`src/rtl/ps2_host_pkg.sv`:
```
// Shared types and helpers for the PS/2 host controller.
package ps2_host_pkg;

  typedef enum logic [2:0] {
    ST_IDLE,
    ST_RX,
    ST_TX_INHIBIT,
    ST_TX_START,
    ST_TX_BITS,
    ST_TX_ACK,
    ST_TX_RECOVER
  } state_t;

  // start + 8 data + parity + stop
  localparam int FRAME_BITS = 11;

  // Parity bit that makes the total count of ones over data+parity odd.
  function automatic logic odd_parity(input logic [7:0] data);
    return ~^data;
  endfunction

endpackage

```
`src/rtl/ps2_host_ctl_line_filter.sv`:
```
// Two-flop synchroniser followed by a glitch filter for one PS/2 line.
// The filtered level only follows the synchronised level after CLK_FILTER
// consecutive disagreeing samples; idles high like the open-drain bus.
module ps2_line_filter #(
  parameter int CLK_FILTER = 8
) (
  input  logic clk,
  input  logic reset_n,
  input  logic line_raw,
  output logic line_filt
);

  localparam int CW = (CLK_FILTER > 1) ? $clog2(CLK_FILTER) : 1;
  localparam logic [CW-1:0] CNT_LAST = CW'(CLK_FILTER - 1);

  logic [1:0]    sync_q;
  logic [CW-1:0] cnt_q;

  // Synchronise the asynchronous pin into the clk domain.
  always_ff @(posedge clk or negedge reset_n) begin
    if (!reset_n) sync_q <= 2'b11;
    else          sync_q <= {sync_q[0], line_raw};
  end

  // Count consecutive disagreeing samples; flip only after a full run.
  always_ff @(posedge clk or negedge reset_n) begin
    if (!reset_n) begin
      cnt_q     <= '0;
      line_filt <= 1'b1;
    end else if (sync_q[1] == line_filt) begin
      cnt_q <= '0;
    end else if (cnt_q == CNT_LAST) begin
      cnt_q     <= '0;
      line_filt <= sync_q[1];
    end else begin
      cnt_q <= cnt_q + CW'(1);
    end
  end

endmodule

```
`src/rtl/ps2_host_ctl.sv`:
```
// PS/2 host controller: receives device frames and, when built with
// PS2_HOST_TX_EN defined, transmits host-to-device bytes.
//
// state         | meaning
// --------------+------------------------------------------------------
// ST_IDLE       | bus idle, waiting for start bit or transmit request
// ST_RX         | sampling device frame on each clock fall
// ST_TX_INHIBIT | host holding clock low before a transmit
// ST_TX_START   | data pulled low (start bit), clock released next cycle
// ST_TX_BITS    | presenting data/parity/stop on each device clock fall
// ST_TX_ACK     | waiting for the device ack bit
// ST_TX_RECOVER | waiting for both lines to return high
module ps2_host_ctl
  import ps2_host_pkg::*;
#(
  parameter int CLK_FILTER     = 8,
  parameter int TIMEOUT_CYCLES = 100000,
  parameter int INHIBIT_CYCLES = 5000
) (
  input  logic       clk,
  input  logic       reset_n,
  input  logic       ps2_in__clk,
  input  logic       ps2_in__data,
  output logic       ps2_out__clk,
  output logic       ps2_out__data,
  output logic       rx_valid,
  output logic [7:0] rx_data,
  output logic       rx_error,
  input  logic       tx_req,
  input  logic [7:0] tx_data,
  output logic       tx_ack,
  output logic       tx_done,
  output logic       tx_error,
  output logic       busy
);

  localparam int TW = $clog2(TIMEOUT_CYCLES + 1);
  localparam logic [TW-1:0] TMO_LAST = TW'(TIMEOUT_CYCLES - 1);

  logic                  clk_filt, data_filt, clk_prev_q, fall;
  state_t                state_q, state_d;
  logic [3:0]            bit_cnt_q, bit_cnt_d;
  logic [FRAME_BITS-1:0] shift_q, shift_d, frame;
  logic [TW-1:0]         tmo_q;
  logic                  tmo_hit;
  logic [7:0]            rx_data_d;
  logic                  rx_valid_d, rx_error_d;

`ifdef PS2_HOST_TX_EN
  localparam int INH_W = $clog2(INHIBIT_CYCLES + 1);
  localparam logic [INH_W-1:0] INH_LAST = INH_W'(INHIBIT_CYCLES - 1);

  logic [INH_W-1:0] inh_q, inh_d;
  logic             out_clk_q, out_clk_d, out_data_q, out_data_d;
  logic             tx_ack_d, tx_done_d, tx_error_d;
`else
  localparam int INHIBIT_UNUSED = INHIBIT_CYCLES;
  logic unused_tx;
  assign unused_tx = ^{tx_req, tx_data};
`endif

  ps2_line_filter #(.CLK_FILTER(CLK_FILTER)) u_filt_clk (
    .clk(clk), .reset_n(reset_n), .line_raw(ps2_in__clk), .line_filt(clk_filt)
  );

  ps2_line_filter #(.CLK_FILTER(CLK_FILTER)) u_filt_data (
    .clk(clk), .reset_n(reset_n), .line_raw(ps2_in__data), .line_filt(data_filt)
  );

  assign fall    = clk_prev_q & ~clk_filt;
  assign frame   = {data_filt, shift_q[FRAME_BITS-1:1]};
  assign tmo_hit = (tmo_q == TMO_LAST);
  assign busy    = (state_q != ST_IDLE);

  // Next-state and pulse decode; pulses are registered so they never overlap.
  always_comb begin
    state_d    = state_q;
    bit_cnt_d  = bit_cnt_q;
    shift_d    = shift_q;
    rx_data_d  = rx_data;
    rx_valid_d = 1'b0;
    rx_error_d = 1'b0;
`ifdef PS2_HOST_TX_EN
    inh_d      = inh_q;
    out_clk_d  = out_clk_q;
    out_data_d = out_data_q;
    tx_ack_d   = 1'b0;
    tx_done_d  = 1'b0;
    tx_error_d = 1'b0;
`endif
    case (state_q)
      ST_IDLE: begin
        // A device start bit wins over a pending transmit request.
        if (fall && !data_filt) begin
          state_d   = ST_RX;
          bit_cnt_d = 4'd1;
          shift_d   = frame;
        end
`ifdef PS2_HOST_TX_EN
        else if (tx_req && clk_filt && !fall) begin
          state_d   = ST_TX_INHIBIT;
          tx_ack_d  = 1'b1;
          out_clk_d = 1'b0;
          inh_d     = INH_LAST;
          shift_d   = {2'b00, odd_parity(tx_data), tx_data};
        end
`endif
      end
      ST_RX: begin
        if (fall) begin
          shift_d   = frame;
          bit_cnt_d = bit_cnt_q + 4'd1;
          if (bit_cnt_q == 4'(FRAME_BITS - 1)) begin
            state_d = ST_IDLE;
            if (!frame[0] && frame[FRAME_BITS-1] &&
                (frame[9] == odd_parity(frame[8:1]))) begin
              rx_data_d  = frame[8:1];
              rx_valid_d = 1'b1;
            end else begin
              rx_error_d = 1'b1;
            end
          end
        end else if (tmo_hit) begin
          state_d    = ST_IDLE;
          rx_error_d = 1'b1;
        end
      end
`ifdef PS2_HOST_TX_EN
      ST_TX_INHIBIT: begin
        if (inh_q == '0) begin
          state_d    = ST_TX_START;
          out_data_d = 1'b0;
        end else begin
          inh_d = inh_q - INH_W'(1);
        end
      end
      ST_TX_START: begin
        state_d   = ST_TX_BITS;
        out_clk_d = 1'b1;
        bit_cnt_d = 4'd0;
      end
      ST_TX_BITS: begin
        if (fall) begin
          if (bit_cnt_q == 4'd9) begin
            state_d    = ST_TX_ACK;
            out_data_d = 1'b1;
          end else begin
            out_data_d = shift_q[0];
            shift_d    = {1'b0, shift_q[FRAME_BITS-1:1]};
            bit_cnt_d  = bit_cnt_q + 4'd1;
          end
        end else if (tmo_hit) begin
          state_d    = ST_TX_RECOVER;
          out_clk_d  = 1'b1;
          out_data_d = 1'b1;
          tx_error_d = 1'b1;
        end
      end
      ST_TX_ACK: begin
        if (fall) begin
          state_d    = ST_TX_RECOVER;
          tx_done_d  = ~data_filt;
          tx_error_d = data_filt;
        end else if (tmo_hit) begin
          state_d    = ST_TX_RECOVER;
          out_clk_d  = 1'b1;
          out_data_d = 1'b1;
          tx_error_d = 1'b1;
        end
      end
      ST_TX_RECOVER: begin
        if (clk_filt && data_filt) state_d = ST_IDLE;
      end
`endif
      default: state_d = ST_IDLE;
    endcase
  end

  // State, frame shifter and receive outputs.
  always_ff @(posedge clk or negedge reset_n) begin
    if (!reset_n) begin
      state_q    <= ST_IDLE;
      bit_cnt_q  <= '0;
      shift_q    <= '0;
      clk_prev_q <= 1'b1;
      rx_data    <= '0;
      rx_valid   <= 1'b0;
      rx_error   <= 1'b0;
    end else begin
      state_q    <= state_d;
      bit_cnt_q  <= bit_cnt_d;
      shift_q    <= shift_d;
      clk_prev_q <= clk_filt;
      rx_data    <= rx_data_d;
      rx_valid   <= rx_valid_d;
      rx_error   <= rx_error_d;
    end
  end

  // Fall-to-fall watchdog: cleared on fall or state change, saturates.
  always_ff @(posedge clk or negedge reset_n) begin
    if (!reset_n)                          tmo_q <= '0;
    else if (fall || (state_d != state_q)) tmo_q <= '0;
    else if (!tmo_hit)                     tmo_q <= tmo_q + TW'(1);
  end

`ifdef PS2_HOST_TX_EN
  // Line drivers and transmit pulses; reset releases both lines at once.
  always_ff @(posedge clk or negedge reset_n) begin
    if (!reset_n) begin
      inh_q      <= '0;
      out_clk_q  <= 1'b1;
      out_data_q <= 1'b1;
      tx_ack     <= 1'b0;
      tx_done    <= 1'b0;
      tx_error   <= 1'b0;
    end else begin
      inh_q      <= inh_d;
      out_clk_q  <= out_clk_d;
      out_data_q <= out_data_d;
      tx_ack     <= tx_ack_d;
      tx_done    <= tx_done_d;
      tx_error   <= tx_error_d;
    end
  end

  assign ps2_out__clk  = out_clk_q;
  assign ps2_out__data = out_data_q;
`else
  assign ps2_out__clk  = 1'b1;
  assign ps2_out__data = 1'b1;
  assign tx_ack        = 1'b0;
  assign tx_done       = 1'b0;
  assign tx_error      = 1'b0;
`endif

endmodule

```
`config.mk`:
```
export PLATFORM = sky130hd
export DESIGN_NAME = ps2_host_ctl
export DESIGN_NICKNAME = d
export VERILOG_FILES = /design/src/rtl/ps2_host_pkg.sv /design/src/rtl/ps2_host_ctl_line_filter.sv /design/src/rtl/ps2_host_ctl.sv
export SDC_FILE = /design/constraint.sdc
export NUM_CORES = 1
export LEC_CHECK = 0
export ABC_AREA = 1
export CORE_MARGIN = 4
export CORE_UTILIZATION = 40
export CTS_CLUSTER_DIAMETER = 100
export DETAILED_ROUTE_END_ITERATION = 8
export GPL_ROUTABILITY_DRIVEN = 0
export SLEW_MARGIN = 20
export SYNTH_ARGS = -nofsm -noshare
export SYNTH_HDL_FRONTEND = slang
export SYNTH_SLANG_ARGS = --single-unit
```
`constraint.sdc`:
```
create_clock -name clk -period 1.5 [get_ports clk]
set_input_delay 0.225 -clock clk [delete_from_list [all_inputs] [get_ports clk]]
set_output_delay 0.225 -clock clk [all_outputs]
set_load 0.005 [all_outputs]
```
==> impl_results.md <==
- CP Cell Sequence: ha_2 > nand2_2 > nor2_4 > inv_2 > nor2_4 > nand4_2 > nand2_2 > nand2_4 > nand2_8 > buf_12 > nor2_2
- Global routing met3 resource utilization: 0.0410
- PwrDens: 1020 mW/mm^2
- Core ar.: 0.00683 mm^2
- CP max stage delay: 0.36 ns
- Top_reg_cell synth: dfrtp_1
- Maxcap violations: 0
- Met1 Use GR: 0.208
- Fin util: 0.575
- Mapped Area: 0.00282 mm^2
- DRT iter0 DRCs: 67
- # DRC: 0
- Port Buffer Count: 14
- GR Overflow Total: 0
- WP data required: 1.72 ns
- Row Count: 30
- Slowest CP cell: dfrtp_1
- Clk_lat worst skew: 0.33 ns
- Layout cell share with drive strength beyond 1: 0.374
- Hold Violations, Final: 0
- Vias in the first global route: 2293
- Fmax: 632 MHz
- DP Wirelength: 3.97 mm
- Fin worst setup slack: -0.0814 ns
- Kind of critical path: register to register
- Wirelength per Cell: 11.5 um
- Setup Skew: 0.00838 ns
- Final WL: 5.86 mm
- Remaining antenna violation count: 0
- CP startpoint kind: register
- Netlist cell types: 32
- Ys async rst share: 1.00
- Gate Count Post-Synth: 323
- Synthesized flop and latch total: 57
- Violated checks: negative setup slack
- Crit. End Element: register
- Setup Viol. Count Final: 21
- Die Ht: 92.0 um
- I/O pin cnt: 29
- Hold Path Class: input port to register
- Setup tns final: -0.964 ns
- CTS tree: yes
- Initial antenna violation count: 0
- Final Critical Period: 1.58 ns
- Largest net degree at the start of global routing: 20
- VDD IR max: 0.724 mV
- Global-route wire length before repair: 10.2 mm
- Worst endpoint data arrival time: 1.80 ns
- Unrepaired setup endpoints after global routing: yes
- Setup WS pre-CTS: -0.120 ns
- GR Util All Layers: 0.154
- P_leak: 1.81 nW
- Crit share post-route: 1.05
- Slew Viols, Final: 0
- Synth Warn #: 0
- Drt pass-1 iters: 4
- Seq/Total Area, Yosys: 0.509
- ANT cells: 0
- Die width: 92.0 um
- EDFF count, synth: 0
- Via density per instance: 4.54
- Final net count: 429
- CP max FO: 6
- GRT met2 Usage: 0.232
- CTS H-tree depth: 3
- Syn Area/Cell: 8.73 um^2
- Root Buffer: clkbuf_8
- Clock buffer depth: 2
- Status: finished with violations
- Starting density of the core: 0.413
- CTS buffer count: 9
- Area grow syn2layout: 39.3%
- Layout fillers: 615
- Reg clk slew, reported paths: 0.07 ns
- Most used routing layer: met2
- Die ar.: 0.00845 mm^2
- Sink Count: 57
- Vias: 2313
==> synth_stat cells, types with 2 or more instances <==
cell type | instances | share of area
nand2_1 | 79 | 0.11
dfrtp_1 | 50 | 0.44
inv_1 | 41 | 0.055
nor2_1 | 23 | 0.031
o21ai_0 | 21 | 0.037
nand3_1 | 15 | 0.027
nor2_2 | 12 | 0.027
xor2_1 | 11 | 0.034
nor3_1 | 8 | 0.014
dfstp_2 | 7 | 0.065
ha_1 | 7 | 0.031
nand4_1 | 7 | 0.016
a21oi_1 | 5 | 0.0089
buf_4 | 5 | 0.013
nand2_2 | 5 | 0.011
nor2_4 | 4 | 0.016
inv_2 | 3 | 0.0040
xnor2_1 | 3 | 0.0093
conb_1 | 2 | 0.0027
nand3_2 | 2 | 0.0071
nand4_2 | 2 | 0.0089
==> final timing paths <==
check	cells after the start	slack [ns]	from	endpoint
max	11	-0.08	tmo_q[0]	tmo_q[12]
min	1	0.29	ps2_in__data	u_filt_data.sync_q[0]
max reg2reg	11	-0.08	tmo_q[0]	tmo_q[12]
min reg2reg	0	0.36	u_filt_data.sync_q[0]	u_filt_data.sync_q[1]
max in group asynchronous	3	0.58	reset_n	tmo_q[12]
min in group asynchronous	2	0.33	reset_n	rx_data[6]
==> routing by layer <==
metal / up-vias / part of all wire
li1: 1190 / -
met1: 1081 / 0.48
met2: 31 / 0.46
met3: 11 / 0.039
met4: 0 / 0.019
met5: - / 0
==> critical path, delay by kind of cell (launching register included) <==
family / cells / cell delay [ns]
flops: 1 / 0.36
buf+inv: 2 / 0.19
simple gates: 8 / 0.70
fa+ha+maj: 1 / 0.19
==> placed cells by master, fill, tap and decap left out, types with 6 or more instances in the layout <==
master           netlist  final
buf_4                  5     52
buf_6                  0      6
clkbuf_8               0     12
clkdlybuf4s50_1        0     11
conb_1                 2      7
dfrtp_1               50     50
dfstp_2                7      7
inv_1                 41     34
inv_2                  3     10
nand2_1               79     69
nand2_2                5     14
nand3_1               15     11
nand3_2                2      6
nand4_1                7      7
nor2_1                23     15
nor2_2                12     18
nor2_4                 4      6
o21ai_0               21     15
xor2_1                11     10
==> cell type report <==
cell class,count,area [um^2],area share
repair buffers,75,641,0.163
multi-input cells,222,1350,0.344
clock buffers,12,165,0.0421
flip-flops and latches,57,1440,0.366
clock inverters,4,50.0,0.0127
well taps,96,120,0.0306
inverters,44,165,0.0421
==> sequential cells by signal, indices dropped and copies added, names as in the netlist, 2 cells and up <==
signal / count
bit_cnt_q: 4
rx_data: 8
shift_q: 10
state_q: 3
tmo_q: 17
u_filt_clk.cnt_q: 3
u_filt_clk.sync_q: 2
u_filt_data.cnt_q: 3
u_filt_data.sync_q: 2
==> stage by stage <==
stage	hold slack [ns]	area, um^2	power (mW)	cells
4_1_cts	0.281	3820	4.02	507
6_report	0.294	3930	4.00	510
2_1_floorplan	-0.0706	2850	2.15	328
5_1_grt	0.273	3930	4.25	510
3_3_place_gp	0.149	3470	2.37	484
3_5_place_dp	0.156	3470	2.39	484
==> cells by family (layout without fill, tap and decap cells) <==
logic type               Yosys count  after routing  synth area share
AND/OR/NAND/NOR                  164            166             0.281
flip-flops                        57             57             0.509
buffers and inverters             51            135            0.0808
AO/OA/AOI/OAI                     28             28            0.0515
XOR/XNOR                          14             14            0.0435
adder cells (fa/ha/maj)            7              7            0.0311
other                              2              7           0.00266
==> what timing repair did <==
| action | 4_1_cts | 5_1_grt |
|---|---|---|
| hold endpoints to repair | 12 | 0 |
| hold buffers | 1 | 0 |
| buffers inserted | 4 | 2 |
| gates resized for setup | 24 | 36 |
| pin swaps | 13 | 10 |
| cloned | 2 | 1 |
| endpoints found under the setup margin | 26 | 40 |
==> where the power goes <==
group          internal [mW]  switching (mW)
sequential              1.70          0.0732
combinational          0.319           0.401
clock                  0.899           0.607
total                   2.92            1.08
(Power assumes the default switching activity.)
